--- config.mk ---
export PLATFORM = sky130hd
export DESIGN_NAME = keypad_freq_entry
export DESIGN_NICKNAME = d
export VERILOG_FILES = /design/src/rtl/keypad_pkg.sv /design/src/rtl/keypad_scanner.sv /design/src/rtl/keypad_freq_entry.sv
export SDC_FILE = /design/constraint.sdc
export NUM_CORES = 1
export LEC_CHECK = 0
export ABC_AREA = 0
export CAP_MARGIN = 15
export CORE_ASPECT_RATIO = 1.1
export CORE_MARGIN = 3
export CORE_UTILIZATION = 41
export DETAILED_ROUTE_END_ITERATION = 6
export DONT_BUFFER_PORTS = 1
export HOLD_SLACK_MARGIN = 0.08
export PLACE_DENSITY_LB_ADDON = 0.05
export RECOVER_POWER = 100
export SYNTH_ARGS = -nofsm -noshare
export SYNTH_HDL_FRONTEND = slang
export SYNTH_SLANG_ARGS = --single-unit
--- constraint.sdc ---
create_clock -name clk -period 3.9 [get_ports clk]
set_input_delay 0.195 -clock clk [delete_from_list [all_inputs] [get_ports clk]]
set_output_delay 0.195 -clock clk [all_outputs]
set_load 0.1 [all_outputs]
--- src/rtl/keypad_pkg.sv ---
// keypad_pkg
//   Shared definitions for the 4x4 keypad front end.
//   - key code constants (hex codes reported on key_code)
//   - scanner FSM state encoding
//   - helpers: row/column -> key code lookup, one-low detection, low-bit index
package keypad_pkg;

  typedef enum logic [1:0] {
    SCAN     = 2'd0,
    DEBOUNCE = 2'd1,
    PRESSED  = 2'd2
  } scan_state_t;

  localparam logic [3:0] KEY_A    = 4'hA;
  localparam logic [3:0] KEY_B    = 4'hB;
  localparam logic [3:0] KEY_C    = 4'hC;
  localparam logic [3:0] KEY_D    = 4'hD;
  localparam logic [3:0] KEY_E    = 4'hE;
  localparam logic [3:0] KEY_F    = 4'hF;
  localparam logic [3:0] KEY_BKSP = KEY_E;
  localparam logic [3:0] KEY_ENT  = KEY_F;
  localparam logic [3:0] KEY_CLR  = KEY_A;

  localparam logic [3:0] COL_IDLE = 4'hF;
  localparam logic [3:0] ROW_INIT = 4'b1110;

  // Physical layout:
  //   r0: 1 2 3 A
  //   r1: 4 5 6 B
  //   r2: 7 8 9 C
  //   r3: E 0 F D   (E = '*', F = '#')
  function automatic logic [3:0] key_lut(input logic [1:0] row, input logic [1:0] col);
    logic [3:0] code;
    code = 4'h0;
    case ({row, col})
      4'b00_00: code = 4'h1;
      4'b00_01: code = 4'h2;
      4'b00_10: code = 4'h3;
      4'b00_11: code = KEY_A;
      4'b01_00: code = 4'h4;
      4'b01_01: code = 4'h5;
      4'b01_10: code = 4'h6;
      4'b01_11: code = KEY_B;
      4'b10_00: code = 4'h7;
      4'b10_01: code = 4'h8;
      4'b10_10: code = 4'h9;
      4'b10_11: code = KEY_C;
      4'b11_00: code = KEY_E;
      4'b11_01: code = 4'h0;
      4'b11_10: code = KEY_F;
      4'b11_11: code = KEY_D;
      default:  code = 4'h0;
    endcase
    return code;
  endfunction

  // True when exactly one bit of an active-low vector is asserted.
  function automatic logic single_low(input logic [3:0] v);
    logic res;
    res = 1'b0;
    case (v)
      4'b1110, 4'b1101, 4'b1011, 4'b0111: res = 1'b1;
      default:                            res = 1'b0;
    endcase
    return res;
  endfunction

  // Index of the lowest zero bit; only meaningful for single-low vectors.
  function automatic logic [1:0] low_index(input logic [3:0] v);
    logic [1:0] idx;
    idx = 2'd0;
    if (!v[0])      idx = 2'd0;
    else if (!v[1]) idx = 2'd1;
    else if (!v[2]) idx = 2'd2;
    else if (!v[3]) idx = 2'd3;
    return idx;
  endfunction

endpackage

--- src/rtl/keypad_scanner.sv ---
// keypad_scanner
//   Row drive, column synchronizer, scan tick divider and press/release
//   debounce for a 4x4 active-low matrix keypad.
// Ports
//   clk        in   system clock
//   rst        in   synchronous reset, active-high
//   col_in     in   [3:0] keypad columns, active-low, asynchronous
//   row_out    out  [3:0] keypad rows, active-low, exactly one bit low
//   key_code   out  [3:0] last decoded key, held until the next press
//   key_valid  out  one-cycle pulse per debounced press
//
// state    | meaning
// ---------+---------------------------------------------------------------
// SCAN     | rows rotate each tick while no single column is low
// DEBOUNCE | row held, counting ticks with the latched column pattern stable
// PRESSED  | key reported, row held, counting ticks of all columns released
module keypad_scanner
  import keypad_pkg::*;
#(
  parameter int CLK_HZ         = 100_000_000,
  parameter int SCAN_HZ        = 1000,
  parameter int DEBOUNCE_SCANS = 20
) (
  input  logic       clk,
  input  logic       rst,
  input  logic [3:0] col_in,
  output logic [3:0] row_out,
  output logic [3:0] key_code,
  output logic       key_valid
);

  localparam int TICK_DIV = CLK_HZ / SCAN_HZ;
  localparam int TW       = (TICK_DIV > 1) ? $clog2(TICK_DIV) : 1;
  localparam logic [TW-1:0] TICK_RELOAD = TW'(TICK_DIV - 1);
  localparam logic [TW-1:0] TICK_ONE    = TW'(1);

  localparam int CW = $clog2(DEBOUNCE_SCANS + 1);
  localparam logic [CW-1:0] CNT_DONE = CW'(DEBOUNCE_SCANS);
  localparam logic [CW-1:0] CNT_ONE  = CW'(1);

  // Two-stage synchronizer; idle columns read as all-high through reset.
  logic [3:0] col_meta;
  logic [3:0] col_s;

  always_ff @(posedge clk) begin
    if (rst) begin
      col_meta <= COL_IDLE;
      col_s    <= COL_IDLE;
    end else begin
      col_meta <= col_in;
      col_s    <= col_meta;
    end
  end

  // Down-counter tick: the strobe fires on terminal count, so the first
  // cycle out of reset is a tick.
  logic [TW-1:0] tick_cnt;
  logic          tick;

  assign tick = (tick_cnt == '0);

  always_ff @(posedge clk) begin
    if (rst)       tick_cnt <= '0;
    else if (tick) tick_cnt <= TICK_RELOAD;
    else           tick_cnt <= tick_cnt - TICK_ONE;
  end

  scan_state_t   state_q, state_d;
  logic [3:0]    row_q, row_d;
  logic [3:0]    latch_q, latch_d;
  logic [3:0]    code_q, code_d;
  logic          valid_q, valid_d;
  logic [CW-1:0] cnt_q, cnt_d;
  logic [CW-1:0] cnt_inc;
  logic [3:0]    row_rot;

  assign cnt_inc = cnt_q + CNT_ONE;
  assign row_rot = {row_q[2:0], row_q[3]};

  always_ff @(posedge clk) begin
    if (rst) begin
      state_q <= SCAN;
      row_q   <= ROW_INIT;
      latch_q <= COL_IDLE;
      code_q  <= 4'h0;
      valid_q <= 1'b0;
      cnt_q   <= '0;
    end else begin
      state_q <= state_d;
      row_q   <= row_d;
      latch_q <= latch_d;
      code_q  <= code_d;
      valid_q <= valid_d;
      cnt_q   <= cnt_d;
    end
  end

  always_comb begin
    state_d = state_q;
    row_d   = row_q;
    latch_d = latch_q;
    code_d  = code_q;
    valid_d = 1'b0;
    cnt_d   = cnt_q;

    if (tick) begin
      case (state_q)
        SCAN: begin
          if (single_low(col_s)) begin
            latch_d = col_s;
            cnt_d   = CNT_ONE;
            state_d = DEBOUNCE;
          end else begin
            // Idle, or several columns low on one row (ghosting): keep scanning.
            row_d = row_rot;
          end
        end

        DEBOUNCE: begin
          if (col_s == latch_q) begin
            if (cnt_inc == CNT_DONE) begin
              state_d = PRESSED;
              cnt_d   = '0;
              valid_d = 1'b1;
              code_d  = key_lut(low_index(row_q), low_index(latch_q));
            end else begin
              cnt_d = cnt_inc;
            end
          end else begin
            // Bounce: retry on the same row from scratch.
            state_d = SCAN;
            cnt_d   = '0;
          end
        end

        PRESSED: begin
          if (col_s == COL_IDLE) begin
            if (cnt_inc == CNT_DONE) begin
              state_d = SCAN;
              cnt_d   = '0;
              row_d   = row_rot;
            end else begin
              cnt_d = cnt_inc;
            end
          end else begin
            cnt_d = '0;
          end
        end

        default: begin
          state_d = SCAN;
          cnt_d   = '0;
        end
      endcase
    end
  end

  assign row_out   = row_q;
  assign key_code  = code_q;
  assign key_valid = valid_q;

endmodule

--- src/rtl/keypad_freq_entry.sv ---
// keypad_freq_entry
//   Keypad front end that assembles up to four decimal digits into a
//   frequency setpoint (0..9999 Hz). Digits shift in from the right,
//   E backspaces, A clears, F commits the value to freq_set.
// Ports
//   clk             in   system clock
//   rst             in   synchronous reset, active-high
//   col_in          in   [3:0]  keypad columns, active-low, asynchronous
//   row_out         out  [3:0]  keypad rows, active-low, one bit low
//   key_code        out  [3:0]  last decoded key
//   key_valid       out  one-cycle pulse per debounced press
//   entry           out  [15:0] value being typed, for the display path
//   freq_set        out  [15:0] committed setpoint
//   freq_set_valid  out  one-cycle pulse when freq_set is updated
module keypad_freq_entry
  import keypad_pkg::*;
#(
  parameter int CLK_HZ         = 100_000_000,
  parameter int SCAN_HZ        = 1000,
  parameter int DEBOUNCE_SCANS = 20
) (
  input  logic        clk,
  input  logic        rst,
  input  logic [3:0]  col_in,
  output logic [3:0]  row_out,
  output logic [3:0]  key_code,
  output logic        key_valid,
  output logic [15:0] entry,
  output logic [15:0] freq_set,
  output logic        freq_set_valid
);

  keypad_scanner #(
    .CLK_HZ         (CLK_HZ),
    .SCAN_HZ        (SCAN_HZ),
    .DEBOUNCE_SCANS (DEBOUNCE_SCANS)
  ) u_scanner (
    .clk       (clk),
    .rst       (rst),
    .col_in    (col_in),
    .row_out   (row_out),
    .key_code  (key_code),
    .key_valid (key_valid)
  );

  logic [2:0]  ndig;
  logic [15:0] entry_shift;
  logic        is_digit;

  // At most 4 digits are accepted, so entry never exceeds 9999 and the
  // 17-bit multiply-add always fits back into 16 bits.
  assign entry_shift = 16'(({1'b0, entry} * 17'd10) + {13'd0, key_code});
  assign is_digit    = (key_code <= 4'd9);

  always_ff @(posedge clk) begin
    if (rst) begin
      entry          <= 16'd0;
      ndig           <= 3'd0;
      freq_set       <= 16'd0;
      freq_set_valid <= 1'b0;
    end else begin
      freq_set_valid <= 1'b0;
      if (key_valid) begin
        if (is_digit) begin
          if (ndig < 3'd4) begin
            entry <= entry_shift;
            ndig  <= ndig + 3'd1;
          end
        end else begin
          case (key_code)
            KEY_BKSP: begin
              entry <= entry / 16'd10;
              if (ndig != 3'd0) ndig <= ndig - 3'd1;
            end
            KEY_CLR: begin
              entry <= 16'd0;
              ndig  <= 3'd0;
            end
            KEY_ENT: begin
              freq_set       <= entry;
              freq_set_valid <= 1'b1;
              entry          <= 16'd0;
              ndig           <= 3'd0;
            end
            default: ;  // B, C, D are reported only
          endcase
        end
      end
    end
  end

endmodule

==> summary.md <==
| Metric | Value |
|---|---|
| Post-synth cell types | 105 |
| Wirelength per Cell | 17.35 um |
| Max Cap Viol | 1 |
| Slew of the pin with the lowest slew margin | 1.572 ns |
| Std cell rows | 47 |
| Layout cell share with drive strength beyond 1 | 26.36% |
| Setup TNS | -0.3957 ns |
| Core Area | 15350 um2 |
| Non-filler instance count after layout | 1167 |
| Die Y | 138.6 um |
| Post-Synthesis Net Count | 899 |
| Count leader, synth | nand2_1 |
| Achievable clock frequency | 0.2428 GHz |
| Highest-delay cell along the critical path | dfxtp_4 |
| H-tree depth | 3 |
| CP Capture Type | register |
| Top Ports | 48 |
| Sequential share of power | 42.3% |
| Util after Layout | 54.71% |
| CP Class | reg2reg |
| EDFF count, synth | 0 |
| Slew headroom | -4.775% |
| DR vias/cell | 5.884 |
| Tcrit/Tclk final | 105.6% |
| Max VDD drop | 0.3244 mV |
| CTS Sinks | 81 |
| Initial antenna violation count | 0 |
| Overall routing resource usage | 22.77% |
| CTS tree | done |
| Worst hold path type | in2reg |
| Power, Total | 0.002277 W |
| Synth area leader | dfxtp_1 |
| Top cells by area, synth | dfxtp_1 25%, ha_1 6.9%, nand2_1 5.9% |
| Seq/Total Area, Yosys | 24.73% |
| Post-Syn Area | 6556 um2 |
| Yosys reg bits | 81 |
| Clock root buffer | clkbuf_16 |
| CTS buffer count | 9 |
| Leak | 3.358 nW |
| Worst Skew | 0.007848 ns |
| Nets | 1010 |
| Worst Path Arrival | 4.33 ns |
| Commonest cells in the netlist | 103 x nand2_1, 81 x dfxtp_1, 80 x nor2_1, 69 x a21oi_1, 39 x inv_1 |
| Final setup viols | 2 |
| Fillers | 1470 |
| Instance count of the mapped netlist | 855 |
| Fin crit period | 4.118 ns |
| Routed Antenna Nets | 0 |
| Drt pass-1 iters | 5 |
| Crit-path max cell delay | 0.38 ns |
| Internal Power | 0.001611 W |
| Routed vias | 6867 |
| Routed WL | 20.24 mm |
| Syn Area/Cell | 7.668 um2 |
| Fin. Hold Viols | 0 |
| Status | finished with violations |
| Max Root-Sink Buffers | 2 |
| Worst-path clk slew | 0.06 ns |
| Violated checks | max-capacitance violations, max-slew violations, negative setup slack |
| Crit path required time | 4.12 ns |
| Pwr per Cell Area | 271.1 nW/um2 |
| Unrepaired setup endpoints after global routing | true |
| Slew Limit Fails | 9 |
| Total grt overflow | 0 |
| Ant. Diodes | 0 |
| Max FO, Critical Path | 8 |
| Comb power frac | 18.1% |
| Final WS setup | -0.2178 ns |
| Chip Width | 126.6 um |
| Worst path cell trace | buf_4 -> or3b_1 -> a21oi_2 -> a2bb2oi_2 -> nor3_2 -> mux2_4 -> a21boi_4 -> a211oi_4 -> buf_6 -> buf_6 -> a31oi_1 -> o31ai_2 -> a21o_1 -> a21boi_2 -> or3_1 -> a21oi_2 -> a2111o_1 -> a31oi_1 -> a311o_1 |
| Clock latency on the worst-skew pair | 0.33 ns |
| Largest net degree at the start of global routing | 63 |
| GPL Wtd Cong | 0.9419 |
| Initial drt markers | 615 |
| Startpoint Class | register |
| Die area | 17550 um2 |
| First-pass GRT wire length | 33.66 mm |
| Dpl cells | 1122 |
| YS warnings | 0 |
| Vias in the first global route | 6802 |
| Initial core utilization | 42.72% |
| Post-route DRC | 0 |
| NetSw | 0.0006662 W |
| Sw frac | 29.26% |
| Area Growth Syn to Fin | 28.07% |
| Top FF cell, synth | dfxtp_1 |
| IO buf count | 0 |
| Synth async-reset ratio | 0% |
| Clock power frac | 39.6% |
| HPWL after detailed placement | 14.62 mm |
| Post-synth top area share | 24.73% |
==> critical path: cells and delay by family, from the launching register on <==
family                 cells  cell delay [ns]
AO/OA/AOI/OAI             12             2.06
buffers and inverters      3             0.48
flip-flops                 1             0.38
multiplexers               1             0.30
AND/OR/NAND/NOR            3             0.77
==> cells in the final DEF, fill, tap and decap left out, types with 17 or more instances in the layout <==
| cell type | instances |
|---|---|
| inv_1 | 39 |
| ha_1 | 36 |
| dfxtp_1 | 70 |
| nor3_1 | 22 |
| xnor2_1 | 24 |
| o21ai_0 | 32 |
| nand2_1 | 97 |
| a21oi_1 | 63 |
| buf_4 | 122 |
| clkbuf_1 | 18 |
| nand3_1 | 17 |
| nor2_1 | 79 |
==> power by group through the flow <==
stage          sequential, W  combinational [W]  clock [W]
5_1_grt             0.000972           0.000473   0.000962
3_5_place_dp        0.000979           0.000409          0
2_1_floorplan        0.00102           0.000291          0
6_report            0.000963           0.000411   0.000903
4_1_cts             0.000961           0.000428   0.000921
3_3_place_gp        0.000974           0.000393          0
==> sequential cells by signal (all words and copies together), names as in the netlist <==
register / count
entry: 16
freq_set: 16
freq_set_valid: 1
ndig: 3
u_scanner.cnt_q: 5
u_scanner.col_meta: 4
u_scanner.col_s: 4
u_scanner.key_code: 4
u_scanner.key_valid: 1
u_scanner.latch_q: 4
u_scanner.row_out: 4
u_scanner.state_q: 2
u_scanner.tick_cnt: 17
==> layout make-up <==
class | instances | area (um2) | share of cell area, %
Clock inverter | 5 | 60.06 | 0.7152
Timing Repair Buffer | 153 | 1141 | 13.59
Sequential cell | 81 | 1650 | 19.65
Tap cell | 196 | 245.2 | 2.921
Inverter | 40 | 150.1 | 1.788
Multi-Input combinational cell | 681 | 4886 | 58.19
Clock buffer | 11 | 264.0 | 3.144
==> cells by family (layout without fill, tap and decap cells) <==
group	Yosys count	in the layout	synth area share (%)
adder cells (fa/ha/maj)	41	41	7.939
flip-flops	81	81	24.73
AO/OA/AOI/OAI	260	260	28.70
multiplexers	17	17	2.882
buffers and inverters	93	209	6.221
XOR/XNOR	42	42	5.611
AND/OR/NAND/NOR	321	321	23.91
==> what timing repair did <==
item | in CTS | in global routing
hold buffers | 5 | 0
gates cloned | 1 | 0
resized for setup | 61 | 12
pin swaps | 33 | 7
buffers inserted | 23 | 2
endpoints found under the setup margin | 3 | 4
endpoints found under the hold margin | 62 | 0
==> final timing paths <==
kind	start	endpoint	slack [ns]	depth (start not counted)
worst max-delay path	entry[12]$_SDFFE_PP0P_	entry[0]$_SDFFE_PP0P_	-0.22	19
worst min register to register	u_scanner.col_meta[0]$_SDFF_PP1_	u_scanner.col_s[0]$_SDFF_PP1_	0.41	1
worst min-delay path	rst	entry[6]$_SDFFE_PP0P_	0.20	2
worst max register to register	entry[12]$_SDFFE_PP0P_	entry[0]$_SDFFE_PP0P_	-0.22	19
==> layer usage <==
layer | vias to the layer above | global-route usage (%) | wire (um) | share of wire, %
met5 | - | 0 | 0 | 0
met4 | 0 | 7.510 | 543 | 2.7
met3 | 46 | 3.159 | 794 | 3.9
met2 | 179 | 41.61 | 10410 | 51
met1 | 3286 | 27.14 | 8489 | 42
li1 | 3356 | - | - | -
==> through the flow <==
step           setup WS [ns]  hold WS [ns]  area (um2)
3_5_place_dp         -0.3380        0.2671        7555
3_3_place_gp         -0.2498        0.2667        7555
6_report             -0.2178        0.2048        8397
5_1_grt              -0.4411        0.2099        8397
2_1_floorplan       -0.09755        0.2988        6638
4_1_cts              -0.1849        0.2022        8398
(Power assumes the default switching activity.)
